### src/rtl/vga_timing_pkg.sv
// vga_timing_pkg
//    Shared VGA timing definitions: the 640x480@60 default timing, a struct
//    grouping the eight timing values, and width helpers used by the timing
//    generator and by drawing logic that has to size its own coordinate buses.
//    No ports (package).
package vga_timing_pkg;

   // 640x480@60 defaults (25.175 MHz pixel clock)
   localparam int DEF_H_VISIBLE_AREA = 32'd640;
   localparam int DEF_H_FRONT_PORCH  = 32'd16;
   localparam int DEF_H_SYNC_PULSE   = 32'd96;
   localparam int DEF_H_BACK_PORCH   = 32'd48;
   localparam int DEF_V_VISIBLE_AREA = 32'd480;
   localparam int DEF_V_FRONT_PORCH  = 32'd10;
   localparam int DEF_V_SYNC_PULSE   = 32'd2;
   localparam int DEF_V_BACK_PORCH   = 32'd33;

   // Depth of the drawing pipeline that consumes the aot stream
   localparam int PIPELINE_STAGES    = 32'd2;

   typedef struct packed {
      int h_visible_area;
      int h_front_porch;
      int h_sync_pulse;
      int h_back_porch;
      int v_visible_area;
      int v_front_porch;
      int v_sync_pulse;
      int v_back_porch;
   } vga_timing_t;

   localparam vga_timing_t VGA_640X480_60 = '{
      h_visible_area : DEF_H_VISIBLE_AREA,
      h_front_porch  : DEF_H_FRONT_PORCH,
      h_sync_pulse   : DEF_H_SYNC_PULSE,
      h_back_porch   : DEF_H_BACK_PORCH,
      v_visible_area : DEF_V_VISIBLE_AREA,
      v_front_porch  : DEF_V_FRONT_PORCH,
      v_sync_pulse   : DEF_V_SYNC_PULSE,
      v_back_porch   : DEF_V_BACK_PORCH
   };

   // Total length of one axis (visible + front porch + sync + back porch)
   function automatic int line_total(input int visible, input int front,
                                     input int sync, input int back);
      return visible + front + sync + back;
   endfunction

   // Bits needed to address 0..count-1; never narrower than one bit
   function automatic int addr_width(input int count);
      return (count > 32'd1) ? $clog2(count) : 32'd1;
   endfunction

endpackage

### src/rtl/vga_axis_counter.sv
// vga_axis_counter
//    Wrapping counter for one raster axis: counts 0..MAX and wraps to 0.
//    load returns the counter to INIT on the next edge and wins over en.
//    Ports:
//       clk        in   clock
//       en         in   advance by one on this edge
//       load       in   synchronous reload to INIT (used as reset)
//       value      out  registered count
//       value_next out  value the counter takes on the next edge
//       carry      out  en while value == MAX (wrap happens on this edge)
module vga_axis_counter #(
   parameter int MAX   = 32'd799,
   parameter int INIT  = 32'd0,
   parameter int WIDTH = 32'd10
)(
   input  logic             clk,
   input  logic             en,
   input  logic             load,
   output logic [WIDTH-1:0] value,
   output logic [WIDTH-1:0] value_next,
   output logic             carry
);

   assign carry = en & (value == WIDTH'(MAX));

   // Next count: reload, hold, wrap or increment
   always_comb begin
      value_next = value;
      if (load) begin
         value_next = WIDTH'(INIT);
      end else if (!en) begin
         value_next = value;
      end else if (value == WIDTH'(MAX)) begin
         value_next = '0;
      end else begin
         value_next = value + WIDTH'(1'b1);
      end
   end

   // Count register
   always_ff @(posedge clk) begin
      value <= value_next;
   end

endmodule

### src/rtl/vga_timing_aot.sv
// vga_timing_aot
//    VGA timing generator with a second coordinate stream running LOOKAHEAD
//    pixels ahead, so drawing pipelines fed from the aot stream line up with
//    the displayed pixel. All outputs are registered; sync, enable and strobe
//    outputs are decoded from next-state coordinates so they align with sx/sy.
//    Optional macro VGA_PIX_CE_EN adds pix_ce: everything advances only on
//    edges with pix_ce = 1 and strobes last one clock per event.
//    Ports:
//       vga_pix_clk          in   clock
//       rst_n                in   synchronous active-low reset
//       pix_ce               in   pixel advance enable (VGA_PIX_CE_EN only)
//       sx, sy               out  current position
//       display_enabled      out  current position visible
//       h_sync, v_sync       out  sync outputs aligned with sx/sy
//       sx_aot, sy_aot       out  position LOOKAHEAD pixels ahead
//       display_enabled_aot  out  aot position visible
//       line_stb_aot         out  sx_aot just became 0
//       frame_stb_aot        out  aot stream just reached (0,0)
//       vblank_stb           out  current stream just reached (0, V_VISIBLE_AREA)
//       frame_cnt            out  completed-frame count
module vga_timing_aot
   import vga_timing_pkg::*;
#(
   parameter int   H_VISIBLE_AREA  = DEF_H_VISIBLE_AREA,
   parameter int   H_FRONT_PORCH   = DEF_H_FRONT_PORCH,
   parameter int   H_SYNC_PULSE    = DEF_H_SYNC_PULSE,
   parameter int   H_BACK_PORCH    = DEF_H_BACK_PORCH,
   parameter int   V_VISIBLE_AREA  = DEF_V_VISIBLE_AREA,
   parameter int   V_FRONT_PORCH   = DEF_V_FRONT_PORCH,
   parameter int   V_SYNC_PULSE    = DEF_V_SYNC_PULSE,
   parameter int   V_BACK_PORCH    = DEF_V_BACK_PORCH,
   parameter int   LOOKAHEAD       = PIPELINE_STAGES,
   parameter logic H_SYNC_POL      = 1'b0,
   parameter logic V_SYNC_POL      = 1'b0,
   parameter int   FRAME_CNT_WIDTH = 32'd8,
   localparam int  H_WHOLE_LINE    = line_total(H_VISIBLE_AREA, H_FRONT_PORCH,
                                                H_SYNC_PULSE, H_BACK_PORCH),
   localparam int  V_WHOLE_LINE    = line_total(V_VISIBLE_AREA, V_FRONT_PORCH,
                                                V_SYNC_PULSE, V_BACK_PORCH),
   localparam int  H_ADDR_WIDTH    = addr_width(H_WHOLE_LINE),
   localparam int  V_ADDR_WIDTH    = addr_width(V_WHOLE_LINE)
)(
   input  logic                       vga_pix_clk,
   input  logic                       rst_n,
`ifdef VGA_PIX_CE_EN
   input  logic                       pix_ce,
`endif
   output logic [H_ADDR_WIDTH-1:0]    sx,
   output logic [V_ADDR_WIDTH-1:0]    sy,
   output logic                       display_enabled,
   output logic                       h_sync,
   output logic                       v_sync,
   output logic [H_ADDR_WIDTH-1:0]    sx_aot,
   output logic [V_ADDR_WIDTH-1:0]    sy_aot,
   output logic                       display_enabled_aot,
   output logic                       line_stb_aot,
   output logic                       frame_stb_aot,
   output logic                       vblank_stb,
   output logic [FRAME_CNT_WIDTH-1:0] frame_cnt
);

   localparam int H_SYNC_START = H_VISIBLE_AREA + H_FRONT_PORCH;
   localparam int H_SYNC_END   = H_SYNC_START + H_SYNC_PULSE;
   localparam int V_SYNC_START = V_VISIBLE_AREA + V_FRONT_PORCH;
   localparam int V_SYNC_END   = V_SYNC_START + V_SYNC_PULSE;

   logic                    adv_s;
   logic                    load_s;
   logic [H_ADDR_WIDTH-1:0] sx_next_s;
   logic [V_ADDR_WIDTH-1:0] sy_next_s;
   logic [H_ADDR_WIDTH-1:0] sx_aot_next_s;
   logic [V_ADDR_WIDTH-1:0] sy_aot_next_s;
   logic                    sx_carry_s;
   logic                    sy_carry_s;
   logic                    sx_aot_carry_s;
   logic                    sy_aot_carry_s;
   logic                    h_sync_next_s;
   logic                    v_sync_next_s;
   logic                    de_next_s;
   logic                    de_aot_next_s;

`ifdef VGA_PIX_CE_EN
   assign adv_s = pix_ce;
`else
   assign adv_s = 1'b1;
`endif

   // Reset reloads every counter, overriding any advance on the same edge
   assign load_s = ~rst_n;

   vga_axis_counter #(.MAX(H_WHOLE_LINE - 32'd1), .INIT(32'd0), .WIDTH(H_ADDR_WIDTH)) u_sx (
      .clk(vga_pix_clk), .en(adv_s), .load(load_s),
      .value(sx), .value_next(sx_next_s), .carry(sx_carry_s)
   );

   vga_axis_counter #(.MAX(V_WHOLE_LINE - 32'd1), .INIT(32'd0), .WIDTH(V_ADDR_WIDTH)) u_sy (
      .clk(vga_pix_clk), .en(sx_carry_s), .load(load_s),
      .value(sy), .value_next(sy_next_s), .carry(sy_carry_s)
   );

   // The aot pair starts LOOKAHEAD pixels in and steps in lockstep, so it
   // stays exactly LOOKAHEAD pixels ahead modulo one frame
   vga_axis_counter #(.MAX(H_WHOLE_LINE - 32'd1), .INIT(LOOKAHEAD), .WIDTH(H_ADDR_WIDTH)) u_sx_aot (
      .clk(vga_pix_clk), .en(adv_s), .load(load_s),
      .value(sx_aot), .value_next(sx_aot_next_s), .carry(sx_aot_carry_s)
   );

   vga_axis_counter #(.MAX(V_WHOLE_LINE - 32'd1), .INIT(32'd0), .WIDTH(V_ADDR_WIDTH)) u_sy_aot (
      .clk(vga_pix_clk), .en(sx_aot_carry_s), .load(load_s),
      .value(sy_aot), .value_next(sy_aot_next_s), .carry(sy_aot_carry_s)
   );

   // Sync and visibility levels for the coordinates taken on this edge
   always_comb begin
      h_sync_next_s = ~H_SYNC_POL;
      v_sync_next_s = ~V_SYNC_POL;
      if ((int'(sx_next_s) >= H_SYNC_START) && (int'(sx_next_s) < H_SYNC_END)) begin
         h_sync_next_s = H_SYNC_POL;
      end else begin
         h_sync_next_s = ~H_SYNC_POL;
      end
      if ((int'(sy_next_s) >= V_SYNC_START) && (int'(sy_next_s) < V_SYNC_END)) begin
         v_sync_next_s = V_SYNC_POL;
      end else begin
         v_sync_next_s = ~V_SYNC_POL;
      end
      de_next_s     = (int'(sx_next_s) < H_VISIBLE_AREA) && (int'(sy_next_s) < V_VISIBLE_AREA);
      de_aot_next_s = (int'(sx_aot_next_s) < H_VISIBLE_AREA) && (int'(sy_aot_next_s) < V_VISIBLE_AREA);
   end

   // Registered sync, enables, strobes and frame counter
   always_ff @(posedge vga_pix_clk) begin
      if (!rst_n) begin
         h_sync              <= ~H_SYNC_POL;
         v_sync              <= ~V_SYNC_POL;
         display_enabled     <= 1'b1;
         display_enabled_aot <= (LOOKAHEAD < H_VISIBLE_AREA);
         line_stb_aot        <= (LOOKAHEAD == 32'd0);
         frame_stb_aot       <= (LOOKAHEAD == 32'd0);
         vblank_stb          <= 1'b0;
         frame_cnt           <= '0;
      end else begin
         h_sync              <= h_sync_next_s;
         v_sync              <= v_sync_next_s;
         display_enabled     <= de_next_s;
         display_enabled_aot <= de_aot_next_s;
         // Carries only fire on an advancing edge, so strobes last one clock
         line_stb_aot        <= sx_aot_carry_s;
         frame_stb_aot       <= sy_aot_carry_s;
         vblank_stb          <= sx_carry_s && (int'(sy_next_s) == V_VISIBLE_AREA);
         if (sy_carry_s) begin
            frame_cnt <= frame_cnt + FRAME_CNT_WIDTH'(1'b1);
         end else begin
            frame_cnt <= frame_cnt;
         end
      end
   end

endmodule

### config.mk
export PLATFORM = sky130hd
export DESIGN_NAME = vga_timing_aot
export DESIGN_NICKNAME = d
export VERILOG_FILES = /design/src/rtl/vga_timing_pkg.sv /design/src/rtl/vga_axis_counter.sv /design/src/rtl/vga_timing_aot.sv
export SDC_FILE = /design/constraint.sdc
export NUM_CORES = 1
export LEC_CHECK = 0
export CORE_MARGIN = 2
export CORE_UTILIZATION = 43
export CTS_CLUSTER_DIAMETER = 30
export DETAILED_ROUTE_END_ITERATION = 16
export HOLD_SLACK_MARGIN = 0.05
export PLACE_DENSITY = 0.71
export SYNTH_ARGS = -nofsm -noshare
export SYNTH_HDL_FRONTEND = slang
export SYNTH_SLANG_ARGS = --single-unit
### constraint.sdc
create_clock -name vga_pix_clk -period 2.3 [get_ports vga_pix_clk]
set_input_delay 0.345 -clock vga_pix_clk [delete_from_list [all_inputs] [get_ports vga_pix_clk]]
set_output_delay 0.345 -clock vga_pix_clk [all_outputs]
set_load 0.1 [all_outputs]
---- After elaboration in Yosys (flattened, before gate mapping) ----
Cells that the tools add are included.
storage, ports and cells
  bits in registers ....................... 55
  RAM bits ................................ 0
  output and inout bits ................... 55
  ROM bits ................................ 0
  input bits .............................. 2
  memories kept ........................... 0
  bits in latches ......................... 0
  logic and storage cells ................. 49
operators by class
  bitwise operators ....................... 2
  multiply operators ...................... 0
  add/sub/neg operators ................... 5
  reduce and logical (&&, ||, !) cells .... 5
  equal/unequal tests ..................... 5
  muxes and demuxes ....................... 12
  shifts and indexed selects .............. 0
  order comparisons ....................... 8
  divide/modulo/power cells ............... 0
operator list
  kind                                                                            number
  10-bit 2-to-1 mux                                                               10
  10-bit == test (second input constant)                                          5
  10-bit by 1-bit adder with 10-bit output (second input constant)                4
  10-bit less-than comparator (second input constant)                             3
  10-bit by 9-bit less-than comparator with 1-bit output (second input constant)  3
  10-bit >= comparator (second input constant)                                    1
  10-bit by 9-bit >= comparator with 1-bit output (second input constant)         1
  8-bit by 1-bit adder with 8-bit output (second input constant)                  1
  1-bit logical AND                                                               5
  1-bit bitwise AND                                                               2
  1-bit 2-to-1 mux                                                                2

---- Logic depth before layout (Yosys ltp) ----
  depth after elaboration ................. 7
  gate-level depth with buffers ........... 8
  gate-level depth less buffers ........... 8

---- Modules after synthesis ----
From an unflattened synthesis, not the netlist that was laid out.
unflattened totals
  cell total of the unflattened synthesis .. 286
  area, all modules ....................... 2608.8 um^2
by module, submodules not included
  module                       area each (um^2)  sequential area each (um^2)  cells an instance  instances
  vga_axis_counter (u_sy ...)  518.0             200.2                        57                 2
  vga_timing_aot               603.1             300.3                        65                 1
  vga_axis_counter (u_sx)      505.5             200.2                        54                 1
  vga_axis_counter (u_sx_aot)  464.2             200.2                        53                 1

---- Worst setup path before layout ----
No wires, ideal clock.
  path kind ............................... register -> register
  start point ............................. register u_sx.value[0]
  end point ............................... register frame_cnt[7]
  stages on the path, launching flop included .. 9
  data required time ...................... 2.230 ns
  arrival ................................. 2.987 ns
  setup time .............................. 0.070 ns
  setup slack ............................. -0.757 ns
  buffers on the path ..................... 1
  clock period less this slack ............ 3.057 ns
  path through ............................ dfxtp_1 > ha_1 > nand4_2 > or3_1 > buf_6 > nor4_4 > nand4_2 > or3_1 > a21boi_1
on the way
  longest elaborated chain between the ends .. 2
ends and longest elaborated chain
  item                    line                    text
  start, declared         vga_axis_counter.sv:19  output logic [WIDTH-1:0] value,
  start signal, assigned  vga_axis_counter.sv:42  value <= value_next;
  10-bit == test          vga_axis_counter.sv:24  assign carry = en & (value == WIDTH'(MAX));
  1-bit bitwise AND       vga_axis_counter.sv:24
  end signal, assigned    vga_timing_aot.sv:152   frame_cnt <= frame_cnt + FRAME_CNT_WIDTH'(1'b1);
  end signal, assigned    vga_timing_aot.sv:154   frame_cnt <= frame_cnt;
  end, declared           vga_timing_aot.sv:59    output logic [FRAME_CNT_WIDTH-1:0] frame_cnt
Every way passes these cells.
A chain may end at the register's enable or synchronous reset.

---- Final worst setup path ----
  start point ............................. register u_sx.value[1]
  end point ............................... register vblank_stb
on the way
  longest elaborated chain between the ends .. 5
ends and longest elaborated chain
  item                  line                    text
  10-bit == test *      vga_axis_counter.sv:24
  10-bit 2-to-1 mux     vga_axis_counter.sv:31  end else if (!en) begin
  10-bit 2-to-1 mux     vga_axis_counter.sv:29  if (load) begin
  10-bit == test        vga_timing_aot.sv:150   vblank_stb <= sx_carry_s && (int'(sy_next_s) == V_VISIBLE_AREA);
  1-bit logical AND *   vga_timing_aot.sv:150
  end signal, assigned  vga_timing_aot.sv:150
  end, declared         vga_timing_aot.sv:58    output logic vblank_stb,
Every way passes the cells marked *; elsewhere a longest branch is shown, timed or not.

==> results.md <==
* Antenna violations before repair at 0
* Vias at between 2k and 2.5k
* Synth Area in XOR/XNOR at 10.9%
* Internal Power at about 1200 uW
* Critical Path Source Type: flop
* Full die area at just over 7000 um^2
* Final Max Tran Viols at 0
* Ports at between 50 and 60
* Hold Path Class: flop to flop
* Cts hold-fix bufs at 0
* Pwr Density at around 470 nW/um^2
* CP required at between 2 and 3 ns
* Final Skew at between 0.002 and 0.003 ns
* Vias per cell at ~5.4
* Leakage at approximately 0.0013 uW
* CP Data Arrival Time at roughly 2.4 ns
* Mux share of post-synthesis cell area at 0.711%
* Worst-Margin Slew at between 0.3 and 0.4 ns
* Routing usage on met2 at 28.4%
* Max FO, Critical Path at 12
* Sw Share at between 20% and 30%
* Die W at 84.9 um
* Setup bufs post-CTS at 0
* Starting Density at 44.4%
* EDFF count, synth at 0
* Final Power at 1650 uW
* WL/cell at roughly 13 um
* M1 GR Usage at between 20% and 30%
* DRT Pass-1 Iters at 4
* Final min period at 2.21 ns
* Maxcap violations at 0
* Peak Freq at about 450 MHz
* Post-Place Worst Slack at 0.138 ns
* Dominant synthesized flop cell: dfxtp_1
* Sink Count at between 50 and 60
* H-tree depth at 2
* Clock Tree Root: clkbuf_8
* Bufs and invs on worst path at 0
* Syn_nets at 328
* Setup Viol. Count Final at 0
* Seq/Total Area, Yosys at 39.1%
* Critical-path top delay cell: or4_4
* Rows at 29
* Adder-Cell Fraction of Synth Area at about 3.1%
* CP Class: flop to flop
* Setup tns final at 0 ns
* Worst vdd ir at roughly 0.00027 V
* RSZ-0062 raised after global routing: no
* Finished Core Util at between 50% and 60%
* Simple-gate share of the synthesized area at between 30% and 40%
* Chip height at approximately 85 um
* CTS tree: built
* Area of the multi-input gates at approximately 1600 um^2
* Reg area at around 1200 um^2
* Mapped Area at about 2800 um^2
* Critical path, cell by cell: ha_4 > nand4_2 > or4_4 > o31a_2 > o22ai_1 > a31oi_2 > nor4b_2
* WHS at between 0.4 and 0.5 ns
* Worst-Skew Late Latency at 0.31 ns
* FFs w/ async S/R, synth at 0%
* GRT Overall Usage at 16.8%
* Layout cells sized above 1 at between 30% and 40%
* Port bufs at 56
* Yosys reg bits at between 50 and 60
* Gr ovfl total at 0
* First-pass GRT wire length at roughly 10000 um
* Crit-path max cell delay at 0.55 ns
* Largest net degree at the start of global routing at 16
* DR iter-0 viols at 88
* RePlAce Congestion at approximately 0.82
* DP Wirelength at around 4600 um
* CTS buffer count at 5
* Core Region at approximately 6300 um^2
* Clock Power Share at roughly a third
* Ant diodes at 0
* Yosys warning count at 0
* Mean Syn Cell Area at 8.83 um^2
* Final worst slack at about 0.086 ns
* Comb pwr share at around 9.0%
* Endpoints failing hold at 0
* Vias in the first global route at roughly 2.2k
* DR DRC count at 0
* Status: complete, no violations
* GRT met3 Usage at under 10%
* Slew Limit Headroom at between 70% and 80%
* # nets final at approximately 400
* GRT busiest layer: met2
* Post_cts resized at 0
* Tcrit/Tclk final at between 90% and 100%
* Clock buffer depth at 2
* Number of nets still failing antenna checks after routing at 0
* Switching power at 440 uW
* Post-synthesis compound-gate area fraction at 8.75%
* CP Capture Type: flop
* Reg clk slew, reported paths at about 0.09 ns
* Critical path's top delay family: simple AND/OR/NAND/NOR gates
* Yosys cell types at 54
* Main combinational cell family by area after synthesis: simple AND/OR/NAND/NOR gates
* Post-Syn Instances at 319
* Layout area overhead at 25.1%
* Routed Wire Length at 6160 um
* Fill count at 580
* Sequential share of power at around three fifths
==> placed cells by master (no fill, tap or decap), drive strengths merged, types with 2 or more instances in the layout <==
cell,count
dfxtp,55
and3b,2
nor3,9
nor4b,4
nand3,14
nor2b,8
xor2,10
xnor2,25
nand2,30
and3,5
o31a,4
or3,6
nand4,12
nor3b,2
nor4,7
and2,13
mux2i,2
a21oi,8
nor2,39
or4,2
ha,7
o21a,2
clkbuf,7
a21boi,3
buf,65
and4,3
o21ai,9
inv,9
nand4b,4
==> cells in the mapped netlist, drive strengths merged, types with 2 or more instances <==
cell | instances | area, um^2
a21boi | 3 | 22.5
a21oi | 8 | 40.0
and2 | 13 | 81.3
and3 | 5 | 31.3
and3b | 2 | 17.5
and4 | 3 | 27.5
buf | 6 | 48.8
clkbuf | 6 | 22.5
dfxtp | 55 | 1100
ha | 7 | 87.6
inv | 9 | 33.8
mux2i | 2 | 20.0
nand2 | 30 | 113
nand3 | 14 | 70.1
nand4 | 12 | 87.6
nand4b | 4 | 35.0
nor2 | 39 | 149
nor2b | 8 | 50.1
nor3 | 9 | 45.0
nor3b | 2 | 15.0
nor4 | 7 | 86.3
nor4b | 4 | 47.6
o21a | 2 | 15.0
o21ai | 9 | 48.8
o31a | 4 | 37.5
or3 | 6 | 40.0
or4 | 2 | 18.8
xnor2 | 25 | 219
xor2 | 10 | 87.6
==> path summary, 6_finish.rpt <==
path / from / end / slack, ns / cells past startpoint
max: u_sx.value[1] / vblank_stb / 0.09 / 7
min: u_sx_aot.value[0] / u_sx_aot.value[0] / 0.45 / 1
max reg2reg: u_sx.value[1] / vblank_stb / 0.09 / 7
min reg2reg: u_sx_aot.value[0] / u_sx_aot.value[0] / 0.45 / 1
==> logic make-up after synthesis <==
| logic type | Yosys count |
|---|---|
| adder cells (fa/ha/maj) | 7 |
| AND/OR/NAND/NOR | 164 |
| XOR/XNOR | 35 |
| AO/OA/AOI/OAI | 35 |
| buffers and inverters | 21 |
| flip-flops | 55 |
| multiplexers | 2 |
==> area by class of cell <==
cell class / count / area share (%)
flip-flops and latches: 55 / 33.2
clock buffers: 7 / 2.17
repair buffers: 66 / 14.1
inverters: 9 / 0.958
multi-input cells: 243 / 46.6
well taps: 77 / 2.73
clock inverters: 1 / 0.142
==> flip-flops by register name, summed over array words and instances, names as in the netlist <==
register,flops
u_sx_aot.value,10
v_sync,1
display_enabled,1
vblank_stb,1
u_sy.value,10
h_sync,1
display_enabled_aot,1
line_stb_aot,1
u_sx.value,10
u_sy_aot.value,10
frame_cnt,8
frame_stb_aot,1
==> power groups by stage <==
| stage | clock (uW) | sequential (uW) | combinational [uW] |
|---|---|---|---|
| after CTS | 548 | 973 | 150 |
| after global placement | 0 | 994 | 150 |
| after floorplan | 0 | 1070 | 34.3 |
| after detailed placement | 0 | 995 | 150 |
| final | 525 | 973 | 149 |
| after global routing | 574 | 975 | 158 |
==> per-stage QoR <==
step	cells	cell area (um^2)
after floorplan	319	2910
after global routing	458	3520
final	458	3520
after detailed placement	450	3430
after CTS	458	3510
after global placement	450	3430
==> per-layer routing <==
layer  share of wire (%)  vias to the layer above  routed length [um]
met2                  48                       56                2960
met1                  46                     1159                2830
li1                    -                     1239                   -
met3                 4.7                        8                 289
met5                   0                        -                   0
met4                 1.4                        0                  84
No activity file was read; power rests on OpenSTA's default activity.
==> RTL change 1, RTL diff (same flow settings) <==
Reset style: asynchronous (`rst_n`), changed in one clocked block. Comments in the files are not updated.
--- a/src/rtl/vga_timing_aot.sv
+++ b/src/rtl/vga_timing_aot.sv
@@ -131,3 +131,3 @@
    // Registered sync, enables, strobes and frame counter
-   always_ff @(posedge vga_pix_clk) begin
+   always_ff @(posedge vga_pix_clk or negedge rst_n) begin
       if (!rst_n) begin
Formal check against the unedited RTL: same outputs for any inputs over 10 cycles, from zero or initial values and one cycle with rst_n low; that may be too few to reach the edited logic, so the function may still have changed.
==> RTL change 1 against the unedited design <==
Setup slack better by 0.16 ns; via count decreased by 3.3%; sequential cell count did not move; power grew 3.6%; final area decreased by 2.9%; utilization rose by 1.6 points; global-route usage is 1.2 points higher; wire length rose by 3.6%; cell count shrank 3.1%; synthesized area shrank 4.1%; largest cell class unchanged.
==> RTL change 1: results (changes against the unedited design) <==
Critical path
  • Reg2Reg Setup Slack: 0.25 ns (+0.16 ns)
  • Worst-path maximum fanout: 11 (-1)
  • Worst reg-to-reg path cell count: 6 (-1)
  • CP endpoint: display_enabled_aot
  • WP data arrival: 2.29 ns (-0.13 ns)

Hold path
  • HP Class: input port to asynchronous set/reset pin

Finish
  • Layout area overhead: 26.7%
  • # diodes: 0 (unchanged)
  • Final #Nets: 377 (-3.1%)
  • Filler instances: 576 (-0.69%)

Detailed routing
  • Wirelength, routed: 6.39 mm (+3.6%)
  • DR WL met2: 2.85 mm (-3.8%)
  • Via count: 2380 (-3.3%)
  • Met1 Wirelength: 3.11 mm (+9.9%)
  • Avg WL per Cell: 14.4 um (+6.9%)
  • Top sig layer: met4
  • Initial DRC count: 166 (+89%)
  • Met3 WL: 357 um (+24%)

Placed design
  • Area after DPL: 3330 um2 (-2.9%)
  • Placed Cells: 436 (-3.1%)
  • Place WS: 0.256 ns (+0.118 ns)
  • Hpwl dp: 4.84 mm (+5.1%)
  • RD Place Congestion: 0.913 (+11%)

Synthesis
  • Top post-synthesis cells by area: dfxtp_1 (30%), dfrtp_1 (10%), xnor2_1 (7.5%)
  • Commonest cells in the netlist: nor2_1 (42), dfxtp_1 (40), nand2_1 (24)
  • Sequential area share after synthesis: 0.437 (+0.0463)
  • Async SR Flop Fraction: 0.273 (+0.273)
  • Syn Nets: 308 (-6.1%)

Pwr
  • Lkg Pwr: 0.00136 uW (+2.2%)
  • Maximum VDD drop: 402 uV (+51%)

Global route
  • Largest net degree at the start of global routing: 19 (+3)
  • Vias in the first global route: 2130 (-3.2%)
  • Met3 GRT Util: 0.0338 (+0.00267)
  • Met2 usage: 0.267 (-0.0173)
  • First-pass GRT wire length: 10.4 mm (+4.1%)
  • Aggregate global-route resource usage: 0.180 (+0.0120)
  • Met1 GRT Util: 0.266 (+0.0530)

Timing
  • Slew @ Worst Pin: 0.417 ns (+0.0471 ns)
  • Skew final: 0.0125 ns (+0.00975 ns)
  • Fmax achieved: 0.487 GHz (+7.9%)

Clocking
  • Clock transition at path regs: 0.11 ns (+0.02 ns)
  • Max clock buf depth: 2 (unchanged)

Status
  • Outcome: finished, final reports clean
-- RTL change 1: cell types whose count changed in the layout (fill, tap and decap cells not counted), sizes merged, moves of 4 or more --
cell / unedited run / this run
nand2: 30 / 24
a211oi: 0 / 4
dfxtp: 55 / 40
dfrtp: 0 / 11
inv: 9 / 16
dfstp: 0 / 4
nor2b: 8 / 1
and2: 13 / 3
o31a: 4 / 0
-- RTL change 1: worst min path at each step --
stage,start,to,slack [ns],cells past startpoint
2_1_floorplan,rst_n,frame_cnt[0],0.05,0
3_3_place_gp,u_sx_aot.value[0],u_sx_aot.value[0],0.43,1
3_5_place_dp,u_sx_aot.value[0],u_sx_aot.value[0],0.43,1
4_1_cts,rst_n,vblank_stb,0.36,2
5_1_grt,rst_n,vblank_stb,0.39,2
6_report,rst_n,vblank_stb,0.37,2
-- RTL change 1: report_power, final --
group          switching (uW)  internal (uW)  leakage (uW)
Sequential               19.7            968      0.000533
Clock                     323            219     0.0000485
Combinational             135           40.5      0.000777
Total                     478           1230       0.00136
-- RTL change 1: critical path: stages (launching register included) --
cell and delay [ns]:
dfxtp_4 0.38, ha_1 0.22, nand4_1 0.13, or3_4 0.47, or4b_1 0.54, a21oi_2 0.18
nor3_2 0.06
-- RTL change 1: logic make-up after synthesis --
kind of cell             after synthesis  share of synthesized area
multiplexers                           2                    0.00834
buffers and inverters                 21                     0.0324
flip-flops                            55                      0.437
XOR/XNOR                              35                      0.113
AND/OR/NAND/NOR                      145                      0.287
AO/OA/AOI/OAI                         34                     0.0889
adder cells (fa/ha/maj)                7                     0.0324
-- RTL change 1: cell type report --
type                    instances  share of cell area
multi-input cells             223               0.420
flip-flops and latches         55               0.359
repair buffers                 68               0.150
well taps                      75              0.0274
clock buffers                   5              0.0201
inverters                      15              0.0164
clock inverters                 3             0.00658
==> RTL change 2, RTL diff (config.mk and constraints unchanged) <==
Without the edit above. Add a define of `VGA_PIX_CE_EN`.
--- a/src/rtl/vga_timing_aot.sv
+++ b/src/rtl/vga_timing_aot.sv
@@ -20,2 +20,4 @@
 //       frame_cnt            out  completed-frame count
+`define VGA_PIX_CE_EN
+
 module vga_timing_aot
Interface: changed (added pix_ce); port bits go from 57 to 58. The function was not compared with the original's and may differ.
==> RTL change 2 against the unedited design <==
Sequential cell count stayed put; worst hold slack improved by 0.048 ns; wire length increased by 5.8%; synthesized area fell by 2.5%; final area grew 1.2%; combinational power increased by 10%; global-route usage up 1.7 points; setup slack got worse by 0.017 ns; power up 5.4%; first-iteration DRC count increased by 5.7%; clock skew is 0.0047 ns higher; largest power group unchanged.
==> RTL change 2: results (changes against the unedited design) <==
Clocking
  • Post-cts resize count: 1 (+1)
  • Hold-fix buffers, CTS: 0 (unchanged)

Critical path
  • Reg2Reg Setup Slack: 0.07 ns (-0.02 ns)
  • Crit path largest cell delay: 0.57 ns (+0.02 ns)
  • Worst reg-to-reg path cell count: 6 (-1)
  • WP data arrival: 2.48 ns (+0.06 ns)
  • Slowest cell on crit path: or4_4
  • Worst-path maximum fanout: 8 (-4)
  • CP Launch Point: u_sy.value[5]

Placed design
  • Area after DPL: 3420 um2 (-0.26%)
  • Hpwl dp: 4.88 mm (+6.0%)
  • Buffers added on ports: 57 (+1.8%)
  • RD Place Congestion: 1.00 (+22%)

Finish
  • Clock-cell share: 0.0288 (+0.00570)
  • #MultiIn Comb: 250 (+2.9%)
  • Buffers excl. clock: 86 (+30%)
  • Invs w/o clock: 9 (unchanged)
  • Share of layout cells above drive strength 1: 0.324 (+0.00332)
  • Filler instances: 589 (+1.6%)
  • Register share of the cell area: 0.322 (-0.0105)
  • Non-clock buffer area fraction after layout: 0.182 (+0.0412)
  • Area of the multi-input gates: 1540 um2 (-6.6%)
  • Seq_cells: 55 (unchanged)
  • Final #Nets: 417 (+7.2%)

Global route
  • Met2 usage: 0.304 (+0.0198)
  • Met3 GRT Util: 0.0356 (+0.00448)
  • Aggregate global-route resource usage: 0.185 (+0.0169)
  • First-pass GRT wire length: 10.9 mm (+8.9%)
  • Vias in the first global route: 2398 (+9.0%)
  • Largest net degree at the start of global routing: 26 (+10)
  • Met1 GRT Util: 0.245 (+0.0313)

Pwr
  • Comb pwr share: 0.094 (+0.004)
  • Maximum VDD drop: 345 uV (+30%)
  • Clock network power share: 0.340 (+0.021)
  • Sw Share: 0.261 (-0.00639)
  • Lkg Pwr: 0.00145 uW (+9.3%)

Hold path
  • Hold endpoint: u_sx_aot.value[4]
  • Hold depth: 2 (+1)
  • HP Class: register to register
  • Hold_sp: u_sx_aot.value[4]

Synthesis
  • Post-synthesis adder-cell area fraction: 0.0319 (+0.000808)
  • Syn Nets: 335 (+2.1%)
  • Commonest cells in the netlist: dfxtp_1 (55), nor2_1 (48), nand2_1 (39)
  • Unique masters post-synth: 53 (-1.9%)
  • Synth Area in XOR/XNOR: 0.102 (-0.00674)
  • Synth Area in Compound Gates: 0.115 (+0.0273)
  • Top post-synthesis cells by area: dfxtp_1 (40%), nor2_1 (6.6%), nand2_1 (5.3%)
  • Post-synthesis mux area share: 0.00729 (+0.000185)
  • Sequential area share after synthesis: 0.401 (+0.0102)

Detailed routing
  • TritonRoute pass-1 iters: 4 (unchanged)
  • DR vias/cell: 5.38 (about the same)
  • Avg WL per Cell: 13.4 um (-0.11%)
  • Initial DRC count: 93 (+5.7%)

Die
  • Chip width: 83.9 um (-1.2%)

Timing
  • Slew @ Worst Pin: 0.371 ns (+0.00198 ns)
  • Skew final: 0.00746 ns (+0.00467 ns)

Status
  • Outcome: finished, final reports clean
## RTL change 2: cell count changes in the layout (fill, tap and decap cells not counted), sizes merged, moves of 4 or more
cell | before | now
xor2 | 10 | 16
xnor2 | 25 | 16
a21oi | 8 | 16
a31oi | 1 | 5
nor2b | 8 | 0
nor2 | 39 | 49
and2 | 13 | 5
nand2 | 30 | 39
buf | 65 | 84
## RTL change 2: stage by stage
stage | util | power [uW] | hold slack (ns) | worst slack (ns) | instances
finish | 0.568 | 1740 | 0.500 | 0.0693 | 485
global route | 0.568 | 1810 | 0.536 | 0.00796 | 485
CTS | 0.562 | 1760 | 0.498 | 0.107 | 483
detailed placement | 0.545 | 1170 | 0.484 | -0.155 | 475
global placement | 0.545 | 1160 | 0.482 | -0.0317 | 475
floorplan | - | 1120 | 0.556 | -0.00237 | 325
## RTL change 2: metal layers
layer  up-vias  part of all wire  wire (um)
met1      1207              0.46       3030
li1       1319                 -          -
met4         0             0.020        132
met5         -                 0          0
met3        14             0.043        278
met2        68              0.47       3080
